--- config.mk ---
export PLATFORM = sky130hd
export DESIGN_NAME = rev_seq_shifter
export DESIGN_NICKNAME = d
export VERILOG_FILES = /design/src/rtl/shift_pkg.sv /design/src/rtl/shift_step.sv /design/src/rtl/rev_seq_shifter.sv
export SDC_FILE = /design/constraint.sdc
export NUM_CORES = 1
export LEC_CHECK = 0
export CORE_UTILIZATION = 35
export DETAILED_ROUTE_END_ITERATION = 8
export MAX_ROUTING_LAYER = met4
export SETUP_SLACK_MARGIN = 0.3
export SKIP_LAST_GASP = 1
export SLEW_MARGIN = 30
export SYNTH_ARGS = -nofsm -noshare
export SYNTH_HDL_FRONTEND = slang
export SYNTH_HIERARCHICAL = 1
export SYNTH_SLANG_ARGS = --single-unit
--- constraint.sdc ---
create_clock -name clk -period 2.1 [get_ports clk]
set_input_delay 0.42 -clock clk [delete_from_list [all_inputs] [get_ports clk]]
set_output_delay 0.42 -clock clk [all_outputs]
set_load 0.02 [all_outputs]
--- src/rtl/shift_pkg.sv ---
// Shared shift-unit constants: mode codes (also used by decode) and FSM state encoding.
package shift_pkg;

   localparam logic [1:0] MODE_SRL = 2'b00;
   localparam logic [1:0] MODE_ROL = 2'b01;

   typedef enum logic [1:0] {
      IDLE  = 2'b00,
      SHIFT = 2'b01,
      DONE  = 2'b10
   } state_t;

   function automatic logic mode_valid(input logic [1:0] mode);
      return (mode == MODE_SRL) || (mode == MODE_ROL);
   endfunction

endpackage

--- src/rtl/shift_step.sv ---
// One combinational SRL/ROL step of 1 bit, or 4 bits when big is set.
// Zero latency; reserved modes pass the data through untouched.
module shift_step
   import shift_pkg::*;
(
   input  logic [15:0] data,
   input  logic [1:0]  mode,
   input  logic        big,
   output logic [15:0] result
);

   always_comb begin
      result = data;
      case (mode)
         MODE_SRL: result = big ? {4'b0000, data[15:4]} : {1'b0, data[15:1]};
         MODE_ROL: result = big ? {data[11:0], data[15:12]} : {data[14:0], data[15]};
         default:  result = data;
      endcase
   end

endmodule

--- src/rtl/rev_seq_shifter.sv ---
// Multi-cycle SRL/ROL coprocessor; done pulses N+1 cycles after the accepting edge.
// start is ignored while busy; REV_SHIFTER_FAST_STEP_EN enables 4-bit steps when cnt_r >= 4.
module rev_seq_shifter
   import shift_pkg::*;
(
   input  logic        clk,
   input  logic        rst_n,
   input  logic        start,
   input  logic [15:0] Shift_In,
   input  logic [3:0]  Shift_Val,
   input  logic [1:0]  Mode,
   output logic [15:0] Shift_Out,
   output logic        busy,
   output logic        done
);

   state_t      state_r;
   logic [15:0] data_r;
   logic [3:0]  cnt_r;
   logic [1:0]  mode_r;
   logic        big_step;
   logic [15:0] step_data;
   logic [3:0]  cnt_next;
   logic        in_mode_ok;

`ifdef REV_SHIFTER_FAST_STEP_EN
   assign big_step = (cnt_r >= 4'd4);
`else
   assign big_step = 1'b0;
`endif

   assign cnt_next   = big_step ? (cnt_r - 4'd4) : (cnt_r - 4'd1);
   assign in_mode_ok = mode_valid(Mode);

   shift_step u_step (
      .data   (data_r),
      .mode   (mode_r),
      .big    (big_step),
      .result (step_data)
   );

   // Shift_Out and done are loaded on the edge that enters DONE so both are
   // valid together during the DONE cycle.
   always_ff @(posedge clk) begin
      if (!rst_n) begin
         state_r   <= IDLE;
         data_r    <= 16'h0000;
         cnt_r     <= 4'd0;
         mode_r    <= MODE_SRL;
         Shift_Out <= 16'h0000;
         busy      <= 1'b0;
         done      <= 1'b0;
      end else begin
         done <= 1'b0;
         case (state_r)
            IDLE: begin
               if (start) begin
                  cnt_r  <= Shift_Val;
                  mode_r <= Mode;
                  data_r <= in_mode_ok ? Shift_In : 16'h0000;
                  busy   <= 1'b1;
                  if (in_mode_ok && (Shift_Val != 4'd0)) begin
                     state_r <= SHIFT;
                  end else begin
                     state_r   <= DONE;
                     done      <= 1'b1;
                     Shift_Out <= in_mode_ok ? Shift_In : 16'h0000;
                  end
               end
            end
            SHIFT: begin
               data_r <= step_data;
               cnt_r  <= cnt_next;
               if (cnt_next == 4'd0) begin
                  state_r   <= DONE;
                  done      <= 1'b1;
                  Shift_Out <= step_data;
               end
            end
            DONE: begin
               state_r <= IDLE;
               busy    <= 1'b0;
            end
            default: begin
               state_r <= IDLE;
               busy    <= 1'b0;
            end
         endcase
      end
   end

endmodule

# --- After elaboration in Yosys (flattened, before gate mapping) ---
# Cells that the tools add are included.
totals:
  register_bits: 42
  in_bits: 25
  word_cells: 48
classes:
  addsub: 1
  eq_ne: 6
  mux: 20
  n_bitwise: 1
  reduce_logical: 13
ops:
  columns: ["operator", "count"]
  rows:
  - ["$pmux 16 s2", 3]
  - ["$mux 16", 5]
  - ["$pmux 4 s2", 1]
  - ["$reduce_and 2->1", 4]
  - ["$eq 2x1->1 const B", 3]
  - ["$logic_not 2->1", 3]
  - ["$mux 2", 3]
  - ["$ne 2x2->1 const B", 3]
  - ["$logic_not 4->1", 1]
  - ["$mux 1", 4]
  - ["$mux 4", 1]
  - ["$pmux 1 s2", 2]
  - ["$pmux 2 s2", 1]
  - ["$reduce_and 4->1", 1]
  - ["$reduce_bool 4->1", 1]
  - ["$sub 4x1->4 const B", 1]
  - ["$reduce_bool 2->1", 1]
  - ["$logic_and 1x1->1", 1]
  - ["$logic_or 1x1->1", 1]
  - ["$not 1->1", 1]

# --- Depth between registers and ports, before layout ---
depth:
  word_depth: 6
  mapped_depth: 8

# --- Modules after synthesis ---
# Netlist, hierarchy kept.
by_module_without_submodules:
  columns: ["module", "instances", "cells_per_inst", "area_each_um2", "seq_area_each_um2"]
  rows:
  - ["rev_seq_shifter", 1, 231, 2104.5, 840.8]
  - ["shift_step", 1, 77, 631.9, 0.0]

# --- Worst setup path before layout ---
# OpenSTA, ideal clock, no wires.
synth_timing:
  path_kind: "register -> register"
  start: "register cnt_r[0]"
  end: "register Shift_Out[0]"
  setup_time_ps: 86
  arrival_ps: 1824
  path_slack_ps: 189
  stages_incl_launch_ff: 9
  n_path_buf: 2
  synth_period_minus_slack_ps: 1911
  cell_sequence: "dfxtp_1 -> inv_1 -> ha_1 -> nor2b_1 -> and4_1 -> or3_1 -> buf_6 -> buf_6 -> a221oi_2"
synth_between:
  elab_chain_len: 4
synth_rtl:
  columns: ["item", "line_no", "rtl"]
  rows:
  - ["start: declaration", "rev_seq_shifter.sv:19", "logic [3:0] cnt_r;"]
  - ["start signal: assignment", "rev_seq_shifter.sv:58", "cnt_r <= Shift_Val;"]
  - ["start signal: assignment", "rev_seq_shifter.sv:73", "cnt_r <= cnt_next;"]
  - ["$sub 4x1->4", "rev_seq_shifter.sv:32", "assign cnt_next = big_step ? (cnt_r - 4'd4) : (cnt_r - 4'd1);"]
  - ["$logic_not 4->1", "rev_seq_shifter.sv:74", "if (cnt_next == 4'd0) begin"]
  - ["$ne 2x2->1 (no line)", null, null]
  - ["$reduce_and 4->1 (no line)", null, null]
  - ["end signal: assignment", "rev_seq_shifter.sv:67", "Shift_Out <= in_mode_ok ? Shift_In : 16'h0000;"]
  - ["end signal: assignment", "rev_seq_shifter.sv:77", "Shift_Out <= step_data;"]
  - ["end: declaration", "rev_seq_shifter.sv:12", "output logic [15:0] Shift_Out,"]
# No other way between the ends.
# A chain may end at the register's enable or synchronous reset.

# --- Worst setup path in the final report ---
layout_timing:
  start: "register cnt_r[0]"
  end: "register Shift_Out[7]"
# The elaborated chain is that of the path after synthesis.

==> run_results.csv <==
group,metric,value,unit
drt,ant_nets,0,
hold_path,hold_start,"Shift_Out[8]",
die,start_util,36.9,%
drt,detail_route.drc_violations,0,
drt,vias,2427,
yosys,count_of_unique_library_cells_instantiated_by_yosys,42,
critical_path,reg_to_reg_start,"cnt_r[0]",
grt,gr-usage-all-layers,18.7,%
power_and_ir_drop,netSwitchingFraction,32.7,%
sta,post-route-min-period,1.84,ns
grt,first_global_vias,2371,
clocking,htreeDepth,2,
critical_path,crit_type,"reg -> reg",
cells_and_area,area_growth,26.5,%
clocking,clock_path_buffers,2,
clocking,tritoncts_clock_tree,"yes",
sta,rsz_0062_raised_after_global_routing,"yes",
cells_and_area,layout_filler_cell_count,747,
power_and_ir_drop,switching_power,0.697,mW
power_and_ir_drop,power.clock.fraction,23.0,%
clocking,cts_root_buf,"clkbuf_8",
critical_path,cp_data_arrival_time,2.04,ns
cells_and_area,instances_no_fill,448,
yosys,yosysTopAreaCell,"dfxtp_1",
yosys,async_flop_share,0,%
placed_design,total_of_buffers_placed_on_input_and_output_ports,42,
die,core,7410,sq um
critical_path,timing.critical_path.from_type,"flip-flop",
status,status,"completed",
clocking,clk_transition_reported_paths,0.08,ns
clocking,worst_skew_pair_later_pin_latency,0.29,ns
die,ioPinCount,43,
sta,fmax,542,MHz
critical_path,crit_path_max_incr_delay,0.41,ns
grt,grt_start_max_net_pins,31,
yosys,syn_area,2740,sq um
critical_path,worst_setup_path_end_kind,"flip-flop",
clocking,cts.sinks,42,
yosys,number_of_flip_flops_and_latches_in_the_synthesized_netlist,42,
sta,max_slew_margin,39.8,%
grt,grt_first_pass_wirelength,12.1,mm
die,die_width,90.4,um
yosys,synth.top_cell.area_share,30.7,%
power_and_ir_drop,power.sequential.fraction,45.0,%
cells_and_area,fin_nets,376,
placed_design,dp_hpwl,5.15,mm
die,num_rows,31,
die,die_height,90.4,um
yosys,synth_enable_flop_cells,0,
drt,avgViaCountPerCell,5.42,
cells_and_area,final_util,46.7,%
sta,worstMarginPinSlew,0.902,ns
grt,antenna_found_initial,0,
flow_run,maxCapViolations,0,
yosys,syn_inst,308,
yosys,dominantRegCellSynth,"dfxtp_1",
sta,final_min_period_over_clock_period,87.8,%
yosys,ys_warn_count,6,
placed_design,place_area,3330,sq um
critical_path,crit_required,2.29,ns
cells_and_area,layout.cell_area.non_filler,3460,sq um
clocking,cts-buffers-inserted,5,
critical_path,timing.critical_path.slowest_stage_cell,"or3_4",
sta,finClkSkew,0.00467,ns
cells_and_area,drive_gt1_share,16.3,%
yosys,dominant_cells_by_area_after_synthesis,"dfxtp_1 (31%), o211a_1 (5.5%), a211oi_1 (5.2%)",
critical_path,worstPathMaxFanout,18,
clocking,holdBufCountCts,0,
drt,detailedRoute.firstPassIterationCount,4,
sta,hold_viol,0,
die,die-area,8180,sq um
placed_design,placed_cells_incl_taps,440,
power_and_ir_drop,worst_ir_drop_vdd,0.256,mV
sta,hold_ws,0.461,ns
power_and_ir_drop,share_comb_of_total_power,32.0,%
power_and_ir_drop,cellLeakagePower,1.39,nW
power_and_ir_drop,internal_power,1.43,mW
hold_path,hold_depth,2,
cells_and_area,antennaDiodeCount,0,
yosys,share_of_the_yosys_chip_area_belonging_to_registers,30.7,%
critical_path,worstSetupStartpoint,"cnt_r[0]",
placed_design,gp_congestion,0.881,
drt,first_iter_violations,160,
sta,setup_viol,0,
critical_path,worstRegToRegCells,7,
drt,detail_route.wl_per_cell,15.9,um
grt,grt-ovfl-total,0,
yosys,syn-mean-instance-area,8.88,sq um
power_and_ir_drop,power_density,616,nW/um^2
drt,finalWirelength,7.11,mm
sta,report.final.slew_viol_count,0,
critical_path,path_cells,"inv_2 -> ha_4 -> nor2b_1 -> and4_1 -> or3_4 -> buf_12 -> a221oi_1",
hold_path,worstHoldPathType,"reg -> reg",
-- per-stage QoR --
| stage | TNS [ns] | setup WS [ns] | total power [mW] |
|---|---|---|---|
| 6_report | 0 | 0.257 | 2.13 |
| 5_1_grt | 0 | 0.189 | 2.27 |
| 4_1_cts | 0 | 0.207 | 2.14 |
| 3_5_place_dp | -0.232 | -0.0738 | 1.64 |
| 3_3_place_gp | 0 | 0.0150 | 1.64 |
| 2_1_floorplan | 0 | 0.300 | 1.40 |
-- worst max-delay path: cells and delay by family (launching register included) --
| family | cells | cell delay, ns |
|---|---|---|
| fa+ha+maj | 1 | 0.15 |
| compound gates | 1 | 0.25 |
| buf+inv | 2 | 0.22 |
| simple gates | 3 | 0.74 |
| flops | 1 | 0.39 |
-- cell type report --
type                    instances  area (sq um)  area share, %
clock inverters                 2          10.0          0.289
clock buffers                   5          68.8           1.99
inverters                      23          86.3           2.49
multi-input cells             218          1740           50.2
repair buffers                 59           586           16.9
well taps                      99           124           3.58
flip-flops and latches         42           850           24.5
-- registers in the layout, indices dropped and copies added, names as in the netlist --
register / cells
state_r: 2
Shift_Out: 16
data_r: 16
done: 1
cnt_r: 4
mode_r: 2
busy: 1
-- final timing paths --
path | end | slack [ns]
worst min register to register | Shift_Out[8] | 0.46
worst min-delay path | Shift_Out[8] | 0.46
worst max-delay path | Shift_Out[7] | 0.26
worst max register to register | Shift_Out[7] | 0.26
-- cell usage after synthesis, types with 5 or more instances --
cell,number
dfxtp_1,42
inv_1,23
nand2_1,22
a211oi_1,19
nor3b_1,17
clkbuf_1,16
nor2_1,16
nand3b_1,15
o211a_1,15
mux2i_1,13
a221oi_1,9
a221oi_2,9
mux2_1,9
nor2b_1,9
nor3_1,8
a221o_1,7
mux2_4,7
a21oi_1,6
a22oi_1,5
buf_2,5
o21ai_0,5
-- what timing repair did --
item / CTS / global route
resized for setup: 3 / 5
cloned: 0 / 0
endpoints found under the setup margin: 16 / 17
pin swaps: 0 / 3
buffers inserted: 1 / 0
-- cells by family (layout without fill, tap and decap cells) --
family	count (synthesis)	in the layout	synth area share [%]
simple gates	99	99	20.6
mux	29	29	12.3
fa+ha+maj	2	2	0.914
compound gates	85	85	27.3
other cells	1	3	0.137
flops	42	42	30.7
buf+inv	50	89	8.05
-- routing by layer --
metal  global-route usage, %  routed length (um)
met1                    25.6                3650
met2                    28.7                3170
met3                    2.86                 180
met4                    5.11                 101
met5                       -                   0
-- layout by cell type, fill, tap and decap left out, types with 2 or more instances in the layout --
| master | Yosys | routed |
|---|---|---|
| clkdlybuf4s50_1 | 0 | 42 |
| dfxtp_1 | 42 | 39 |
| nand2_1 | 22 | 22 |
| inv_1 | 23 | 21 |
| a211oi_1 | 19 | 19 |
| nor3b_1 | 17 | 17 |
| nor2_1 | 16 | 15 |
| nand3b_1 | 15 | 15 |
| o211a_1 | 15 | 15 |
| buf_4 | 1 | 14 |
| mux2i_1 | 13 | 13 |
| a221oi_2 | 9 | 13 |
| mux2_1 | 9 | 9 |
| nor2b_1 | 9 | 8 |
| nor3_1 | 8 | 8 |
| a221o_1 | 7 | 7 |
| mux2_4 | 7 | 7 |
| a21oi_1 | 6 | 6 |
| o21ai_0 | 5 | 5 |
| a221oi_1 | 9 | 5 |
| clkbuf_8 | 0 | 5 |
| a22oi_1 | 5 | 5 |
| and2_1 | 3 | 3 |
| buf_12 | 0 | 3 |
| conb_1 | 1 | 3 |
| o21ai_1 | 3 | 3 |
| inv_2 | 0 | 2 |
| clkinv_2 | 0 | 2 |
| dfxtp_4 | 0 | 2 |
| o31ai_1 | 2 | 2 |
-- power groups by stage --
stage	combinational [mW]	clock [mW]	sequential [mW]
2_1_floorplan	0.419	0	0.983
3_3_place_gp	0.660	0	0.975
3_5_place_dp	0.664	0	0.976
4_1_cts	0.670	0.507	0.958
5_1_grt	0.749	0.544	0.975
6_report	0.682	0.490	0.959
No activity file was read; power rests on OpenSTA's default activity.
